[src/rtl/counter_checker_pkg.sv]
`default_nettype none
// ============================================================================
// Module      : counter_checker_pkg
// Description : Shared types and default constants for the counter checker:
//               FSM state encoding, default widths/thresholds and small
//               arithmetic helpers used by the checker datapath.
// Revision    : 1.0 - initial release
// ============================================================================
package counter_checker_pkg;

  // Default configuration of the checker
  localparam int C_DEFAULT_WIDTH       = 22;
  localparam int C_DEFAULT_LOCK_THRESH = 4;
  localparam int C_DEFAULT_TIMEOUT     = 64;
  localparam int C_ERR_W               = 8;

  // State encodings, kept as plain constants so legacy code can compare
  // against raw bit patterns if needed
  localparam logic [1:0] C_ST_SEARCH = 2'd0;
  localparam logic [1:0] C_ST_VERIFY = 2'd1;
  localparam logic [1:0] C_ST_LOCKED = 2'd2;

  typedef enum logic [1:0] {
    ST_SEARCH = C_ST_SEARCH,
    ST_VERIFY = C_ST_VERIFY,
    ST_LOCKED = C_ST_LOCKED
  } cc_state_e;

  // Increment the error counter, holding at all-ones
  function automatic logic [C_ERR_W-1:0] sat_inc_err(input logic [C_ERR_W-1:0] i_val);
    return (i_val == {C_ERR_W{1'b1}}) ? i_val : i_val + C_ERR_W'(1);
  endfunction

endpackage : counter_checker_pkg
`default_nettype wire

[src/rtl/sync_stable.sv]
`default_nettype none
// ============================================================================
// Module      : sync_stable
// Description : Brings the externally clocked counter word into the clk
//               domain through two flops (s1, s2), keeps the previous s2 in
//               s3 and flags when the synchronized word has settled and when
//               a settled word differs from a reference value.
// Revision    : 1.0 - initial release
// ============================================================================
module sync_stable
  import counter_checker_pkg::*;
#(
  parameter int WIDTH = C_DEFAULT_WIDTH
) (
  input  logic             clk,
  input  logic             rst,
  input  logic [WIDTH-1:0] i_data,
  input  logic [WIDTH-1:0] i_ref,
  output logic [WIDTH-1:0] o_value,
  output logic             o_stable,
  output logic             o_changed
);

  logic [WIDTH-1:0] r_s1;
  logic [WIDTH-1:0] r_s2;
  logic [WIDTH-1:0] r_s3;
  // One bit per pipeline stage that has captured a real post-reset sample;
  // s3 must hold such a sample before s2 == s3 means anything, otherwise the
  // cleared flops would look like a settled zero.
  logic [2:0]       r_fill;

  // Synchronizer chain plus history register and fill tracking
  always_ff @(posedge clk) begin
    if (rst) begin
      r_s1   <= '0;
      r_s2   <= '0;
      r_s3   <= '0;
      r_fill <= '0;
    end else begin
      r_s1   <= i_data;
      r_s2   <= r_s1;
      r_s3   <= r_s2;
      r_fill <= {r_fill[1:0], 1'b1};
    end
  end

  // A multi-bit word crossing domains may be captured mid-transition with
  // bits skewed; requiring two consecutive identical captures filters that.
  assign o_value   = r_s2;
  assign o_stable  = r_fill[2] && (r_s2 == r_s3);
  assign o_changed = o_stable && (r_s2 != i_ref);

endmodule : sync_stable
`default_nettype wire

[config.mk]
export PLATFORM = sky130hd
export DESIGN_NAME = sync_stable
export DESIGN_NICKNAME = d
export VERILOG_FILES = /design/src/rtl/counter_checker_pkg.sv /design/src/rtl/sync_stable.sv
export SDC_FILE = /design/constraint.sdc
export NUM_CORES = 1
export LEC_CHECK = 0
export CAP_MARGIN = 20
export CORE_ASPECT_RATIO = 0.8
export CORE_MARGIN = 2
export CORE_UTILIZATION = 46
export CTS_CLUSTER_DIAMETER = 30
export DETAILED_ROUTE_END_ITERATION = 10
export GPL_ROUTABILITY_DRIVEN = 1
export PLACE_DENSITY_LB_ADDON = 0.05
export SLEW_MARGIN = 20
export SYNTH_ARGS = -nofsm -noshare
export SYNTH_HDL_FRONTEND = slang
export SYNTH_SLANG_ARGS = --single-unit
[constraint.sdc]
create_clock -name clk -period 1.53 [get_ports clk]
set_input_delay 0.2295 -clock clk [delete_from_list [all_inputs] [get_ports clk]]
set_output_delay 0.2295 -clock clk [all_outputs]
set_load 0.01 [all_outputs]
Word level (Yosys, flattened, before mapping)
Index checks and enable logic that the tools add are counted. W data, S select, Z words.

Register bits: 69. Logic and storage cells: 10. Bits of input ports: 46.

Multiplexer cells: 1. Eq/ne operators: 2. Reduce and logical (&&, ||, !) cells: 2.

Operators by type and width (count): $eq A22 B22 Y1 (1); $ne A22 B22 Y1 (1); $logic_and A1 B1 Y1 (2); $mux W1 (1).

Longest topological paths before layout
Word-level depth: 3. Mapped depth: 5. Gate-level depth less buffers: 5.

Worst setup path after synthesis
OpenSTA, ideal clock, no wires.

Path type: reg-to-output. Start point: register r_s2[13], in the netlist o_value[13]. End point: output port o_changed. Stages on the path, launching flop included: 6. Data arrival time: 1.347 ns. Slack: -0.046 ns. Path buffers: 0. Data required time: 1.300 ns. Path through: dfxtp_1 > xor2_1 > nor4_1 > nand4_1 > nor3_2 > o41a_1.

Word-level cells in the longest chain between the ends: 3. Elaborated cells between the ends (all ways): 4.

RTL lines: start, declared (RTL line sync_stable.sv:25) `logic [WIDTH-1:0] r_s2;`; start signal, assigned (RTL line sync_stable.sv:41) `r_s2 <= r_s1;`; $eq A22 B22 Y1 (RTL line sync_stable.sv:50) `assign o_stable = r_fill[2] && (r_s2 == r_s3);`; $logic_and A1 B1 Y1 (RTL line sync_stable.sv:50); via o_stable (RTL line sync_stable.sv:20) `output logic o_stable,`; $logic_and A1 B1 Y1 (RTL line sync_stable.sv:51) `assign o_changed = o_stable && (r_s2 != i_ref);`; end, declared (RTL line sync_stable.sv:21) `output logic o_changed`.

The timed path passes the listed nets, and every way through them passes these cells.

Worst setup path in the final report
Start point: register r_s2[2], in the netlist o_value[2]. End point: output port o_changed.

Word-level cells in the longest chain between the ends: 3. Elaborated cells between the ends (all ways): 4.

RTL lines (RTL line): $eq A22 B22 Y1 (sync_stable.sv:50); $logic_and A1 B1 Y1 (sync_stable.sv:50); $logic_and A1 B1 Y1 (*) (sync_stable.sv:51).

Every way passes the cells marked *; elsewhere a longest branch is shown, timed or not.

==> summary.txt <==
Yosys
  – Post-Synthesis Cell Area: 2328 um2
  – Synth unique cells: 13
  – Synthesized Nets: 250
  – YS warnings: 0
  – Sequential area share after synthesis: 59.32%
  – Share of the synthesized area in the top cell type: 59.32%
  – Synth area leaders: dfxtp_1 (59%), nor2b_1 (18%), xor2_1 (12%)
  – Syn Inst Count: 204
  – Mapped Avg Cell Area: 11.41 um2
  – Yosys reg bits: 69
  – Cell accounting for the most synthesized area: dfxtp_1

Clocking
  – Post-CTS Setup Bufs: 0
  – CTS hold repair buffers: 0
  – Max Buffers Root-to-Sink: 2
  – Clock transition at path regs: 70 ps
  – Clk root buf: clkbuf_8
  – CTS tree: done
  – Skew-Pair Late Insertion Delay: 330 ps
  – Sink Count: 69
  – Number of H-tree levels: 3
  – Inserted Clock Buffers: 9

Timing
  – Final setup slack of the worst path: -509.5 ps
  – Slew @ Worst Pin: 306.3 ps
  – Final TNS setup: -939.8 ps
  – RSZ-0062 raised after global routing: yes
  – Fin crit share: 133.3%
  – Slew HR: 79.51%
  – Final setup fails: 2
  – Fmax: 490.3 MHz
  – Hold Vio Cnt, Final: 0
  – Fin crit period: 2039 ps
  – Setup Skew: 5.335 ps
  – Final Slew Violations: 0

Critical path
  – CP Launch Type: flip-flop
  – Critical Path Source: o_value[2]$_SDFF_PP0_
  – Worst reg2reg path depth: 3
  – Reg-to-Reg End: r_s3[15]$_SDFF_PP0_
  – Crit path kind: flip-flop to output pin
  – Worst endpoint required time: 1300 ps
  – CP max FO: 4
  – Reg2reg setup slack: 710 ps
  – Crit. End Element: output pin
  – Reg-to-reg startpoint: o_value[15]$_SDFF_PP0_
  – WP data arrival: 1810 ps

GRT
  – Antenna violations before repair: 0
  – Largest net degree at the start of global routing: 42
  – Vias in the first global route: 1544
  – Grt ovf: 0
  – Gr usage total: 16.71%
  – First-pass GRT wire length: 6982 um

Power and ir drop
  – Clock share of power: 37.8%
  – Maximum VDD drop: 0.0008330 V
  – Power per standard cell area: 1055 nW/um2
  – Leakage: 1.592 nW
  – Sequential Power Share: 51.5%
  – Int Power: 2.916 mW
  – Final Total Pwr: 3.701 mW
  – Share of total power in combinational logic: 10.8%
  – Switch Pwr: 0.7858 mW
  – Switching part of the total: 21.23%

Floorplan
  – Cell Rows: 23
  – Total core area: 4950 um2
  – I/O pin total: 70
  – Initial Util: 47.04%
  – DIE WIDTH: 83.55 um
  – Die height: 67.64 um
  – Die ar.: 5651 um2

Status
  – Failing checks: setup timing
  – Outcome: finished with violations

Cells and area
  – Storage cell area: 1399 um2
  – Post-layout util: 70.91%
  – Layout cells sized above 1: 21.17%
  – Non-Filler Instances: 369
  – Area delta synth->final: 50.73%
  – # diodes: 0
  – Area of the multi-input gates: 970.9 um2
  – Fillers: 387
  – Fin nets: 348

Detailed routing
  – Initial drt markers: 30
  – Drc violations: 0
  – DR vias/cell: 4.385
  – Routed vias: 1618
  – Drt total wl: 4276 um
  – First-pass DRT Iterations: 3
  – Drt wl/cell: 11.59 um
  – ANT nets after route: 0

Placed design
  – DPL Wire Length: 3225 um
  – Setup slack at placement: -881.0 ps
  – GP Congestion: 0.7843
  – PortBufs: 69
  – Placed Cells: 353

Worst hold path
  – Worst Hold Path EP: o_value[11]$_SDFF_PP0_
  – Hold depth: 2
  – Worst hold start: rst
  – Hold Path Class: input port to flip-flop

Job
  – MaxCap Viol Count: 0
==> power groups by stage <==
stage          clock network, mW  registers (mW)  logic [mW]
2_1_floorplan                  0            1.96       0.144
3_3_place_gp                   0            1.94       0.389
3_5_place_dp                   0            1.95       0.397
4_1_cts                     1.44            1.91       0.400
5_1_grt                     1.54            1.91       0.434
6_report                    1.40            1.91       0.398
==> layout make-up <==
| class | instances | area share, % |
|---|---|---|
| Sequential cell | 69 | 39.86 |
| Multi-Input combinational cell | 127 | 27.66 |
| Timing Repair Buffer | 94 | 24.67 |
| Clock buffer | 12 | 4.135 |
| Tap cell | 62 | 2.210 |
| Clock inverter | 4 | 1.355 |
| Inverter | 1 | 0.1070 |
==> sequential cells by signal, summed over array words and instances (netlist names) <==
| name | count |
|---|---|
| r_s3 | 22 |
| o_value | 22 |
| r_s1 | 22 |
| r_fill | 3 |
==> cell usage in the layout (no fill, tap or decap), types with 2 or more instances in the layout <==
| cell | instances |
|---|---|
| nor2b_1 | 66 |
| dfxtp_1 | 57 |
| clkdlybuf4s50_1 | 47 |
| xor2_1 | 31 |
| buf_4 | 24 |
| dlygate4sd2_1 | 17 |
| xnor2_1 | 11 |
| dfxtp_2 | 11 |
| clkbuf_8 | 10 |
| nand4_1 | 5 |
| nor4_2 | 3 |
| nor4_1 | 3 |
| xor2_2 | 2 |
| nor3_2 | 2 |
| nor2b_2 | 2 |
| clkbuf_1 | 2 |
| clkinv_2 | 2 |
| buf_2 | 2 |
| dlymetal6s2s_1 | 2 |
==> critical path: stages (launching register included) <==
cell     delay (ps)
dfxtp_2         350
xor2_1          170
nor4_2          260
buf_4           160
nand4_1          90
o41a_1          310
buf_2           150
==> cell families after synthesis <==
group | after synthesis | share of synthesized area [%]
AO/OA/AOI/OAI | 1 | 0.4836
XOR/XNOR | 44 | 16.55
buffers and inverters | 8 | 1.289
flip-flops | 69 | 59.32
AND/OR/NAND/NOR | 82 | 22.35
==> routing by layer <==
| layer | vias to the layer above | track usage (%) | routed length, um |
|---|---|---|---|
| li1 | 831 | - | - |
| met1 | 735 | 18.79 | 1853 |
| met2 | 43 | 28.53 | 2089 |
| met3 | 9 | 6.235 | 253 |
| met4 | 0 | 8.468 | 80 |
| met5 | - | 0 | 0 |
==> cell usage after synthesis, drive strengths merged <==
| master | count |
|---|---|
| dfxtp | 69 |
| xnor2 | 11 |
| nor2b | 68 |
| buf | 1 |
| clkbuf | 6 |
| o41a | 1 |
| nand4 | 5 |
| xor2 | 33 |
| nor3 | 2 |
| inv | 1 |
| nor4 | 7 |
==> metrics by stage <==
step                hold WS (ps)  area (um2)
global route               265.6        3510
floorplan                  357.7        2328
CTS                        252.7        3487
detailed placement         421.2        3266
global placement           417.4        3266
finish                     259.8        3510
==> what timing repair did <==
item,CTS,global route
pin swaps,6,5
resized for setup,44,5
endpoints found under the setup margin,23,4
==> worst max path at each step <==
stage                endpoint
floorplan           o_changed
global placement    o_changed
detailed placement  o_changed
CTS                 o_changed
global route        o_changed
finish              o_changed
Note: power is estimated with default switching activity, not from simulation.
